==> config.mk <==
export PLATFORM = sky130hd
export DESIGN_NAME = decode_stage
export DESIGN_NICKNAME = d
export VERILOG_FILES = /design/src/rtl/decode_stage.sv
export SDC_FILE = /design/constraint.sdc
export NUM_CORES = 1
export LEC_CHECK = 0
export BUFFER_PORTS_ARGS = -buffer_cell sky130_fd_sc_hd__buf_4
export CAP_MARGIN = 30
export CELL_PAD_IN_SITES_DETAIL_PLACEMENT = 1
export CELL_PAD_IN_SITES_GLOBAL_PLACEMENT = 2
export CORE_MARGIN = 10
export CORE_UTILIZATION = 25
export DETAILED_ROUTE_END_ITERATION = 12
export PLACE_DENSITY_LB_ADDON = 0.1
export SKIP_CTS_REPAIR_TIMING = 1
export SLEW_MARGIN = 20
export SYNTH_ARGS = -nofsm -noshare
export SYNTH_HDL_FRONTEND = slang
export SYNTH_SLANG_ARGS = --single-unit
export TNS_END_PERCENT = 20
==> constraint.sdc <==
create_clock -name Clk -period 3.7 [get_ports Clk]
set_input_delay 1.11 -clock Clk [delete_from_list [all_inputs] [get_ports Clk]]
set_output_delay 1.11 -clock Clk [all_outputs]
set_load 0.03 [all_outputs]
==> src/rtl/decode_stage.sv <==
// Decode stage: combinational instruction decode into a registered control bundle,
// with a single-entry valid/ready buffer that stalls memory ops for MEM_LAT cycles.
module decode_stage #(
  parameter int OPW     = 9,
  parameter int RAW     = 4,
  parameter int MEM_LAT = 2
) (
  input  logic           Clk,
  input  logic           Reset,
  input  logic           in_valid,
  input  logic [OPW-1:0] instr,
  output logic           in_ready,
  input  logic           flush,
  input  logic           out_ready,
  output logic           out_valid,
  output logic           Branch,
  output logic           MemtoReg,
  output logic           MemWrite,
  output logic           ALUSrc,
  output logic           RegWrite,
  output logic [RAW-1:0] ReadAddr1,
  output logic [RAW-1:0] ReadAddr2,
  output logic [RAW-1:0] WriteAddr,
  output logic [4:0]     ALUOp,
  output logic [2:0]     Flag,
  output logic           mem_busy
);

  typedef enum logic [1:0] {EMPTY, FULL, MEMWAIT} state_t;

  localparam logic [2:0] LAT_M1 = 3'(MEM_LAT - 1);

  state_t     state;
  logic [2:0] count;
  logic [8:0] op;
  logic       accept;

  logic       d_branch, d_memtoreg, d_memwrite, d_alusrc, d_regwrite;
  logic [3:0] d_ra1, d_ra2, d_wa;
  logic [4:0] d_aluop;
  logic       d_mem, d_fload;

  assign op       = instr[8:0];
  assign in_ready = (state == EMPTY) || ((state == FULL) && out_ready);
  assign out_valid = (state == FULL);
  assign mem_busy  = (state == MEMWAIT);
  assign accept    = in_valid && in_ready && !flush;

  // High opcode groups take priority; the mov encoding only applies when bits [8:6] are 0xx.
  always_comb begin
    d_branch   = 1'b0;
    d_memtoreg = 1'b0;
    d_memwrite = 1'b0;
    d_alusrc   = 1'b0;
    d_regwrite = 1'b0;
    d_ra1      = 4'd8;
    d_ra2      = 4'd9;
    d_wa       = 4'd0;
    d_aluop    = 5'b11111;
    d_mem      = 1'b0;
    d_fload    = 1'b0;
    case (op[8:6])
      3'b100: begin
        d_branch = 1'b1;
        d_alusrc = 1'b1;
      end
      3'b101: begin
        d_alusrc   = 1'b1;
        d_regwrite = 1'b1;
        d_memtoreg = 1'b1;
        d_wa       = 4'd15;
      end
      3'b110: begin
        d_wa       = {2'b10, op[4:3]};
        d_alusrc   = |op[2:0];
        d_aluop    = op[5] ? 5'b10001 : 5'b10000;
        d_regwrite = 1'b1;
      end
      3'b111: begin
        if (op[5]) begin
          if (op[4:3] == 2'b00) begin
            d_ra1      = {1'b0, op[2:0]};
            d_ra2      = {1'b0, op[2:0]};
            d_wa       = 4'd15;
            d_regwrite = 1'b1;
            d_memtoreg = 1'b1;
            d_mem      = 1'b1;
          end else if (op[4:3] == 2'b01) begin
            d_ra1      = {1'b0, op[2:0]};
            d_ra2      = {1'b0, op[2:0]};
            d_aluop    = 5'b00000;
            d_memwrite = 1'b1;
            d_mem      = 1'b1;
          end
        end else if (op[4:3] == 2'b11) begin
          d_branch = 1'b1;
          d_fload  = (op[2:0] <= 3'd4);
        end else begin
          d_wa       = {2'b10, op[1:0]};
          d_regwrite = 1'b1;
          case (op[4:2])
            3'b000:  d_aluop = 5'b00100;
            3'b001:  d_aluop = 5'b00101;
            3'b010:  d_aluop = 5'b00000;
            3'b011:  d_aluop = 5'b00001;
            3'b100:  d_aluop = 5'b00010;
            3'b101:  d_aluop = 5'b00011;
            default: begin
              d_aluop    = 5'b11111;
              d_regwrite = 1'b0;
            end
          endcase
        end
      end
      default: begin
        if (!op[0]) begin
          d_ra1      = op[3:0];
          d_ra2      = op[3:0];
          d_wa       = op[7:4];
          d_aluop    = 5'b00000;
          d_regwrite = 1'b1;
        end
      end
    endcase
  end

  // MEMWAIT lasts MEM_LAT-1 cycles so the bundle becomes visible MEM_LAT cycles after acceptance.
  always_ff @(posedge Clk or posedge Reset) begin
    if (Reset) begin
      state <= EMPTY;
      count <= 3'd0;
    end else if (flush) begin
      state <= EMPTY;
      count <= 3'd0;
    end else if (accept) begin
      if (d_mem && (MEM_LAT > 1)) begin
        state <= MEMWAIT;
        count <= LAT_M1;
      end else begin
        state <= FULL;
        count <= 3'd0;
      end
    end else begin
      case (state)
        MEMWAIT: begin
          if (count <= 3'd1) begin
            state <= FULL;
            count <= 3'd0;
          end else begin
            count <= count - 3'd1;
          end
        end
        FULL: if (out_ready) state <= EMPTY;
        default: state <= state;
      endcase
    end
  end

  always_ff @(posedge Clk or posedge Reset) begin
    if (Reset) begin
      Flag <= 3'd0;
    end else if (accept && d_fload) begin
      Flag <= op[2:0];
    end
  end

  always_ff @(posedge Clk or posedge Reset) begin
    if (Reset) begin
      Branch    <= 1'b0;
      MemtoReg  <= 1'b0;
      MemWrite  <= 1'b0;
      ALUSrc    <= 1'b0;
      RegWrite  <= 1'b0;
      ReadAddr1 <= RAW'(4'd8);
      ReadAddr2 <= RAW'(4'd9);
      WriteAddr <= RAW'(4'd0);
      ALUOp     <= 5'b11111;
    end else if (accept) begin
      Branch    <= d_branch;
      MemtoReg  <= d_memtoreg;
      MemWrite  <= d_memwrite;
      ALUSrc    <= d_alusrc;
      RegWrite  <= d_regwrite;
      ReadAddr1 <= RAW'(d_ra1);
      ReadAddr2 <= RAW'(d_ra2);
      WriteAddr <= RAW'(d_wa);
      ALUOp     <= d_aluop;
    end
  end

endmodule

==> impl_metrics.env, run 1 <==
export IMPL_outcome="complete, no violations"
export IMPL_synthesis_to_finish_area_growth_pct=26.8
export IMPL_critical_path_data_arrival_time_ps=1580
export IMPL_p_sw_w=0.000261
export IMPL_finalNetCount=211
export IMPL_core_rowCount=27
export IMPL_placement_setup_worst_slack_ps=1000
export IMPL_synth_cell_area_sq_um=1460
export IMPL_route_detailed_vias_per_inst=4.93
export IMPL_synth_fp_nets=178
export IMPL_slew_violations=0
export IMPL_timing_max_cap_violations=0
export IMPL_report_final_setup_viol=0
export IMPL_multiInputGateArea_sq_um=661
export IMPL_num_vias=1315
export IMPL_drt_iter0_markers=58
export IMPL_cts_root_buf="clkbuf_8"
export IMPL_timing_final_crit_period_ps=2690
export IMPL_dp_hpwl_um=3470
export IMPL_final_min_period_over_clock_period_pct=72.8
export IMPL_mostFrequentLayoutCell="buf_4"
export IMPL_power_per_cell_area_nw_per_um2=412
export IMPL_hold_fails_final_rpt=0
export IMPL_htree_num_levels=1
export IMPL_total_wirelength_of_the_detailed_routed_design_um=4420
export IMPL_rsz0062_at_grt="false"
export IMPL_pwr_share_seq_pct=46.7
export IMPL_power_leakage_nw=0.842
export IMPL_critical_path_peak_fanout=3
export IMPL_synth_async_reset_ratio_pct=100
export IMPL_vias_in_the_first_global_route=1404
export IMPL_crit_path_end_kind="output port"
export IMPL_netlist_instances=163
export IMPL_power_switching_fraction_pct=34.2
export IMPL_max_freq_ghz=0.371
export IMPL_number_of_i_o_port_buffers=41
export IMPL_vdd_ir_drop_max_mv=0.147
export IMPL_worst_slew_pin_transition_ps=584
export IMPL_floorplan_initialDensity_pct=26.1
export IMPL_grt_ovfl_total=0
export IMPL_insertedDiodeCount=0
export IMPL_mostFrequentLayoutCells="buf_4, nand2_1, dfrtp_1"
export IMPL_flip_flop_cell_with_the_highest_count_after_synthesis="dfrtp_1"
export IMPL_slew_limit_headroom_pct=61.1
export IMPL_grt_pass1_wl_um=7340
export IMPL_ctsLongestPathBuffers=2
export IMPL_routed_wire_length_per_instance_um=16.6
export IMPL_pwr_share_comb_pct=31.7
export IMPL_drt_drc_violations_left=0
export IMPL_detailedRoute_firstPassIterationCount=4
export IMPL_synth_warning_count=0
export IMPL_clk_insertion_delay_late_ps=270
export IMPL_tns_ps=0
export IMPL_setup_slack_ps=1010
export IMPL_post_route_cells_drive_above_1_share_pct=31.3
export IMPL_synth_seq_area_share_pct=46.8
export IMPL_floorplan_core_area_sq_um=5610
export IMPL_finalClockSkew_ps=1.29
export IMPL_gp_routability_congestion=0.805
export IMPL_dieHeight_um=96.5
export IMPL_cts_tree="yes"
export IMPL_post_route_util_pct=33.1
export IMPL_timing_critical_path_from_type="primary input"
export IMPL_cells_after_dpl=263
export IMPL_register_area_sq_um=684
export IMPL_postSynthAreaPerCell_sq_um=8.98
export IMPL_maximum_number_of_pins_on_one_net_before_global_route_repair=20
export IMPL_design_portCount=42
export IMPL_cts_sinks=27
export IMPL_timing_hold_worst_class="flip-flop to flip-flop"
export IMPL_route_antenna_remaining_nets=0
export IMPL_synth_edff_count=0
export IMPL_combined_global_route_utilization_of_all_metal_layers_pct=9.85
export IMPL_power_w=0.000765
export IMPL_netlist_cell_types=45
export IMPL_design_die_area_sq_um=9320
export IMPL_path_clk_slew_ps=90
export IMPL_critical_path_class="primary input to output port"
export IMPL_fillerInstances=688
export IMPL_register_bit_count_reported_by_yosys=27
export IMPL_grt_antenna_before_repair=0
export IMPL_tritoncts_num_buffers=3
export IMPL_cp_required_ps=2590
export IMPL_die_w_um=96.5
export IMPL_clock_power_share_pct=21.6
export IMPL_cellInternalPower_w=0.000504
export IMPL_final_cell_count_no_fill=267
power groups by stage:
stage / Sequential (W) / Clock, W / Combinational (W)
after floorplan: 0.000424 / 0 / 0.0000907
after global placement: 0.000360 / 0 / 0.000242
after detailed placement: 0.000363 / 0 / 0.000248
after CTS: 0.000358 / 0.000174 / 0.000249
after global routing: 0.000362 / 0.000187 / 0.000264
final: 0.000357 / 0.000165 / 0.000243
worst max-delay path: stages:
cell	delay (ps)
buf_4	120
o21a_1	180
buf_4	170
path summary, 6_finish.rpt:
path	slack (ps)	to	start	depth (start not counted)
worst min register to register	480	ALUOp[3]$_DFFE_PP1P_	ALUOp[3]$_DFFE_PP1P_	2
max in group asynchronous	2260	ReadAddr2[0]$_DFFE_PP1P_	Reset	3
worst max-delay path	1010	in_ready	out_ready	3
min in group asynchronous	880	WriteAddr[2]$_DFFE_PP0P_	Reset	2
worst min-delay path	480	ALUOp[3]$_DFFE_PP1P_	ALUOp[3]$_DFFE_PP1P_	2
worst max register to register	2020	ALUOp[0]$_DFFE_PP1P_	state[0]$_DFFE_PP0P_	5
state kept, by name, summed over array words and instances, names as in the netlist:
signal and cells:
ALUOp 5, ReadAddr1 4, WriteAddr 4, Flag 3, count 3, state 2
ALUSrc 1, Branch 1, MemWrite 1, MemtoReg 1, ReadAddr2 1, RegWrite 1
stage by stage:
stage,hold slack (ps),area [sq um]
floorplan,521,1460
global placement,459,1780
detailed placement,472,1810
CTS,488,1860
global route,514,1860
finish,482,1860
synth_stat cells, drive strengths merged (3+ instances only):
library cell	number	area, sq um
nor3	5	25.0
dfrtp	20	500
dfstp	7	184
inv	9	33.8
nor2	15	56.3
o21ai	11	55.1
clkbuf	6	23.8
nand2	26	97.6
a22o	5	43.8
a21oi	11	55.1
buf	9	67.6
a211oi	3	22.5
cell families (layout without fill, tap and decap cells):
family / Yosys count / count (layout) / synth area share [%]
and+or+nand+nor: 60 / 60 / 18.5
adders and majority gates: 2 / 2 / 1.62
buffers and inverters: 24 / 56 / 8.55
muxes: 1 / 1 / 0.769
AOI/OAI and AO/OA: 49 / 49 / 23.8
DFF: 27 / 27 / 46.8
area by class of cell:
type | count | share of cell area [%]
sequential | 27 | 36.9
clock buffer | 4 | 2.43
multi-input combinational | 112 | 35.6
timing repair buffer | 43 | 18.5
tap | 72 | 4.85
inverter | 9 | 1.82
layer usage:
metal / track usage, % / share of wire (%) / up-vias
li1: - / - / 637
met1: 12.7 / 46 / 654
met4: 2.18 / 0 / 0
met3: 2.54 / 4.9 / 0
met5: 0 / 0 / -
met2: 16.1 / 49 / 24
(Power assumes the default switching activity.)
==> run 2: changes to the inputs <==
clock period = 2.4 ns   (was 3.7 ns; I/O delays follow)
==> run 2 against run 1 <==
  * Register-to-register slack lost 1200 ps
  * Clock skew is 7.2 ps higher
  * Sequential power increased by 54%
  * Via count fell by 0.68%
==> impl_metrics.env, run 2 (synthesized netlist as in run 1, its figures left out) <==
export IMPL_outcome="complete, no violations"
export IMPL_maximum_number_of_pins_on_one_net_before_global_route_repair=32
export IMPL_fillerInstances=684
export IMPL_cts_root_buf="clkbuf_8"
export IMPL_final_cell_count_no_fill=267
export IMPL_final_min_period_over_clock_period_pct=79.9
export IMPL_combined_global_route_utilization_of_all_metal_layers_pct=10.1
export IMPL_route_top_layer_used="met4"
export IMPL_critical_path_data_arrival_time_ps=1200
export IMPL_design_die_area_sq_um=9320
export IMPL_cells_after_dpl=263
export IMPL_gp_routability_congestion=0.833
export IMPL_mostFrequentLayoutCell="buf_4"
export IMPL_design_portCount=42
export IMPL_route_detailed_vias_per_inst=4.89
export IMPL_post_route_cells_drive_above_1_share_pct=31.8
export IMPL_largest_reg_flops=5
export IMPL_detailedRoute_firstPassIterationCount=4
export IMPL_number_of_i_o_port_buffers=41
export IMPL_power_leakage_nw=0.843
export IMPL_finalClockSkew_ps=8.48
export IMPL_path_clk_slew_ps=100
export IMPL_critical_path_peak_fanout=3
export IMPL_dieHeight_um=96.5
export IMPL_rsz0062_at_grt="false"
export IMPL_drt_iter0_markers=49
export IMPL_routed_wire_length_per_instance_um=16.9
export IMPL_report_final_setup_viol=0
export IMPL_post_route_m1_wl_um=2040
export IMPL_cell_type_group_with_the_largest_total_delay_on_the_critical_path="buffers and inverters"
export IMPL_critical_path_max_stage_delay_ps=180
export IMPL_timing_final_crit_period_ps=1920
export IMPL_cts_sinks=27
export IMPL_route_antenna_remaining_nets=0
export IMPL_insertedDiodeCount=0
export IMPL_timing_critical_path_from_type="primary input"
export IMPL_floorplan_core_area_sq_um=5610
export IMPL_vdd_ir_drop_max_mv=0.263
export IMPL_cts_tree="yes"
export IMPL_crit_slowest_cell="o21a_1"
export IMPL_timing_max_cap_violations=0
export IMPL_num_vias=1306
export IMPL_mostFrequentLayoutCells="buf_4, nand2_1, dfrtp_1"
export IMPL_worst_path_most_repeated_cell="buf_4"
export IMPL_synthesis_to_finish_area_growth_pct=26.4
export IMPL_finalNetCount=211
export IMPL_slew_limit_headroom_pct=65.4
export IMPL_worst_slew_pin_transition_ps=518
export IMPL_dp_hpwl_um=3460
export IMPL_grt_pass1_wl_um=7470
export IMPL_clk_insertion_delay_late_ps=280
export IMPL_detailroute_wirelength_met2_um=2220
export IMPL_total_wirelength_of_the_detailed_routed_design_um=4520
export IMPL_slew_violations=0
export IMPL_biggestRegsByFlops="ALUOp (5), ReadAddr1 (4), WriteAddr (4)"
export IMPL_tns_ps=0
export IMPL_timing_hold_worst_class="flip-flop to flip-flop"
export IMPL_largest_register="ALUOp"
export IMPL_tritoncts_num_buffers=3
export IMPL_crit_chain="buf_4 > o21a_1 > buf_4"
export IMPL_grt_ovfl_total=0
export IMPL_critical_path_class="primary input to output port"
export IMPL_r2r_slack_ps=850
export IMPL_cp_buffers_inverters=2
export IMPL_vias_in_the_first_global_route=1445
export IMPL_htree_num_levels=1
export IMPL_crit_path_end_kind="output port"
export IMPL_core_rowCount=27
export IMPL_floorplan_initialDensity_pct=26.1
export IMPL_grt_antenna_before_repair=0
export IMPL_max_freq_ghz=0.522
export IMPL_die_w_um=96.5
export IMPL_hold_fails_final_rpt=0
export IMPL_drt_drc_violations_left=0
export IMPL_ctsLongestPathBuffers=2
export IMPL_cp_required_ps=1680
export IMPL_routed_wl_met3_um=216
export IMPL_power_per_cell_area_nw_per_um2=647
run 2: cell count changes in the layout (fill, tap and decap cells not counted):
cell and change:
clkinv_2 +1, buf_12 +1, buf_16 -1, clkbuf_1 -1
run 2: cell type report:
cell class | count | area [sq um] | share of cell area [%]
inverters | 9 | 33.8 | 1.83
flip-flops and latches | 27 | 684 | 37.0
clock buffers | 3 | 41.3 | 2.23
clock inverters | 1 | 5.00 | 0.270
multi-input cells | 112 | 661 | 35.7
well taps | 72 | 90.1 | 4.87
repair buffers | 43 | 335 | 18.1
run 2: worst reg2reg max path: stages, from the launching register on:
cell and delay (ps):
dfrtp_1 380, inv_1 140, o2111ai_2 170, buf_12 200, nor3_1 360, o21ba_2 210
run 2: path summary, 6_finish.rpt:
path	depth (start not counted)	start	endpoint
setup / recovery	3	out_ready	in_ready
hold / removal	2	ReadAddr1[3]$_DFFE_PP1P_	ReadAddr1[3]$_DFFE_PP1P_
max in group asynchronous	3	Reset	ReadAddr1[3]$_DFFE_PP1P_
setup reg to reg	5	state[0]$_DFFE_PP0P_	Flag[2]$_DFFE_PP0P_
min in group asynchronous	3	Reset	Branch$_DFFE_PP0P_
hold reg to reg	2	ReadAddr1[3]$_DFFE_PP1P_	ReadAddr1[3]$_DFFE_PP1P_
run 2: where the power goes:
group | internal [W] | total (W) | leakage (nW) | switching, W
logic | 0.000138 | 0.000374 | 0.479 | 0.000236
registers | 0.000519 | 0.000550 | 0.338 | 0.0000306
clock network | 0.000117 | 0.000274 | 0.0255 | 0.000157
run 2: metrics by stage:
stage / instance area (sq um) / power (W) / utilization (%) / hold slack (ps) / worst slack, ps
6_report: 1850 / 0.00120 / 33.0 / 480 / 484
5_1_grt: 1850 / 0.00127 / 33.0 / 514 / 441
4_1_cts: 1850 / 0.00122 / 33.0 / 485 / 474
3_5_place_dp: 1800 / 0.000943 / 32.2 / 467 / 359
3_3_place_gp: 1800 / 0.000935 / 32.2 / 461 / 484
2_1_floorplan: 1460 / 0.000793 / - / 521 / 621
run 2: layer usage:
metal	vias up	track usage, %
met2	24	17.3
met1	642	12.3
li1	636	-
met4	0	2.30
met3	4	2.93
met5	-	0
==> run 3: changes to the inputs <==
ABC_AREA = 1   (was unset)
clock period = 1.8 ns   (was 2.4 ns; I/O delays follow)
==> run 3 against run 2 <==
  * First-iteration DRC count shrank 24%
  * Count of clock-buffer cells in the layout is the same
  * Register-to-register slack lost 510 ps
  * Area after synthesis grew 5.3%
  * Synthesized cell count grew 26%
  * Worst setup slack lost 360 ps
  * Critical path depth grew 1
  * Non-clock buffer count grew 6
  * Final cell count grew 22%
  * Sequential power grew 49%
  * Largest power group unchanged
  * Sequential share of layout area shrank 2.7 points
==> impl_metrics.env, run 3 <==
export IMPL_cp_required_ps=1260
export IMPL_synthesis_to_finish_area_growth_pct=29.6
export IMPL_grt_ovfl_total=0
export IMPL_slew_limit_headroom_pct=76.0
export IMPL_p_sw_w=0.000799
export IMPL_fillerInstances=771
export IMPL_cellInternalPower_w=0.00119
export IMPL_rsz0062_at_grt="false"
export IMPL_maximum_number_of_pins_on_one_net_before_global_route_repair=28
export IMPL_cts_sinks=27
export IMPL_pwr_share_comb_pct=40.8
export IMPL_drt_iter0_markers=37
export IMPL_num_vias=1470
export IMPL_hold_fails_final_rpt=0
export IMPL_report_final_setup_viol=0
export IMPL_cts_root_buf="clkbuf_8"
export IMPL_timing_final_crit_period_ps=1680
export IMPL_netlist_instances=205
export IMPL_critical_path_peak_fanout=6
export IMPL_mostFrequentLayoutCells="nand2_1, buf_4, inv_1"
export IMPL_drt_drc_violations_left=0
export IMPL_register_area_sq_um=684
export IMPL_route_antenna_remaining_nets=0
export IMPL_max_freq_ghz=0.596
export IMPL_insertedDiodeCount=0
export IMPL_tritoncts_num_buffers=3
export IMPL_core_rowCount=28
export IMPL_multiInputGateArea_sq_um=708
export IMPL_synth_cell_area_sq_um=1540
export IMPL_largest_register="ALUOp"
export IMPL_finalClockSkew_ps=1.01
export IMPL_dp_hpwl_um=4030
export IMPL_design_die_area_sq_um=9710
export IMPL_cts_tree="yes"
export IMPL_routed_wl_met3_um=239
export IMPL_final_cell_count_no_fill=326
export IMPL_power_leakage_nw=1.06
export IMPL_crit_path_end_kind="output port"
export IMPL_synth_async_reset_ratio_pct=100
export IMPL_finalNetCount=267
export IMPL_largest_reg_flops=5
export IMPL_detailedRoute_firstPassIterationCount=4
export IMPL_routed_wire_length_per_instance_um=15.1
export IMPL_crit_chain="inv_2 > nand2_1 > inv_1 > buf_4"
export IMPL_post_route_cells_drive_above_1_share_pct=29.5
export IMPL_total_wirelength_of_the_detailed_routed_design_um=4940
export IMPL_pwr_share_seq_pct=41.3
export IMPL_synth_edff_count=0
export IMPL_design_portCount=42
export IMPL_synth_warning_count=0
export IMPL_vias_in_the_first_global_route=1653
export IMPL_register_bit_count_reported_by_yosys=27
export IMPL_synth_common_cells="nand2_1, inv_1, dfrtp_1, nand3_1, nor2_1"
export IMPL_cell_type_group_with_the_largest_total_delay_on_the_critical_path="flip-flops"
export IMPL_crit_slowest_cell="dfrtp_1"
export IMPL_floorplan_core_area_sq_um=5960
export IMPL_number_of_i_o_port_buffers=41
export IMPL_power_switching_fraction_pct=40.1
export IMPL_synth_seq_area_share_pct=44.4
export IMPL_critical_path_data_arrival_time_ps=1140
export IMPL_critical_path_max_stage_delay_ps=420
export IMPL_grt_antenna_before_repair=0
export IMPL_power_per_cell_area_nw_per_um2=997
export IMPL_synth_top_cells_by_area="dfrtp_1, nand2_1, dfstp_2"
export IMPL_flip_flop_cell_with_the_highest_count_after_synthesis="dfrtp_1"
export IMPL_mostFrequentLayoutCell="nand2_1"
export IMPL_slew_violations=0
export IMPL_timing_max_cap_violations=0
export IMPL_clock_power_share_pct=18.0
export IMPL_timing_hold_worst_class="primary input to asynchronous set/reset pin"
export IMPL_floorplan_initialDensity_pct=25.9
export IMPL_cells_after_dpl=322
export IMPL_gp_routability_congestion=0.759
export IMPL_synthDominantCellAreaShare_pct=32.5
export IMPL_dieHeight_um=98.5
export IMPL_postSynthAreaPerCell_sq_um=7.52
export IMPL_netlist_cell_types=29
export IMPL_timing_critical_path_from_type="flip-flop"
export IMPL_biggestRegsByFlops="ALUOp (5), ReadAddr1 (4), WriteAddr (4)"
export IMPL_die_w_um=98.5
export IMPL_route_detailed_vias_per_inst=4.51
export IMPL_outcome="complete, no violations"
export IMPL_vdd_ir_drop_max_mv=0.360
export IMPL_htree_num_levels=1
export IMPL_combined_global_route_utilization_of_all_metal_layers_pct=10.4
export IMPL_yosysMostFrequentCell="nand2_1"
export IMPL_clk_insertion_delay_late_ps=280
export IMPL_tns_ps=0
export IMPL_detailroute_wirelength_met2_um=2310
export IMPL_worst_slew_pin_transition_ps=360
export IMPL_post_route_m1_wl_um=2360
export IMPL_path_clk_slew_ps=100
export IMPL_grt_pass1_wl_um=8400
export IMPL_critical_path_class="flip-flop to output port"
export IMPL_synth_fp_nets=220
export IMPL_cp_buffers_inverters=3
export IMPL_final_min_period_over_clock_period_pct=93.2
export IMPL_synth_largest_area_cell="dfrtp_1"
export IMPL_ctsLongestPathBuffers=2
export IMPL_route_top_layer_used="met4"
## run 3: cell type report
type                    count  area share (%)
inverters                  26            4.88
repair buffers             49            18.4
multi-input cells         145            35.4
flip-flops and latches     27            34.3
well taps                  75            4.70
clock inverters             1           0.250
clock buffers               3            2.07
## run 3: worst paths after layout
kind                                           start                        to  slack [ps]  depth (start not counted)
worst max-delay path            state[1]$_DFFE_PP0P_                 out_valid         120                          4
worst min-delay path                           Reset       Flag[0]$_DFFE_PP0P_         320                          3
worst max register to register  state[0]$_DFFE_PP0P_      ALUOp[2]$_DFFE_PP1P_         340                          5
worst min register to register  ALUOp[3]$_DFFE_PP1P_      ALUOp[3]$_DFFE_PP1P_         480                          2
max in group asynchronous                      Reset  ReadAddr1[3]$_DFFE_PP1P_        1160                          3
min in group Clk                ALUOp[3]$_DFFE_PP1P_      ALUOp[3]$_DFFE_PP1P_         480                          2
## run 3: power groups by stage
stage	Combinational [W]	Clock (W)	Sequential, W
floorplan	0.000327	0	0.00102
global placement	0.000829	0	0.000833
detailed placement	0.000832	0	0.000836
CTS	0.000834	0.000379	0.000827
global route	0.000894	0.000408	0.000845
finish	0.000813	0.000358	0.000822
## run 3: per-layer routing
layer / vias up / GRT usage, %
met5: - / 0
met4: 0 / 2.32
met2: 27 / 16.5
li1: 747 / -
met1: 694 / 13.5
met3: 2 / 3.07
## run 3: stage by stage
step / hold WS (ps) / instance area (sq um) / power [W] / setup WS [ps] / util [%]
global route: 353 / 2000 / 0.00215 / 34.6 / 33.6
CTS: 341 / 2000 / 0.00204 / 15.4 / 33.6
detailed placement: 461 / 1950 / 0.00167 / 131 / 32.8
global placement: 463 / 1950 / 0.00166 / 153 / 32.8
floorplan: 464 / 1540 / 0.00135 / 350 / -
finish: 320 / 2000 / 0.00199 / 122 / 33.6
## run 3: cells by family (layout without fill, tap and decap cells)
group                    Yosys count  count (layout)  share of synthesized area, %
buffers and inverters             33              79                          9.66
AND/OR/NAND/NOR                  111             111                          33.3
adder cells (fa/ha/maj)            1               1                         0.812
AO/OA/AOI/OAI                     33              33                          11.9
flip-flops                        27              27                          44.4
## run 3: worst min-delay path, stage by stage
cell and delay (ps):
buf_4 110, inv_1 40, buf_4 320
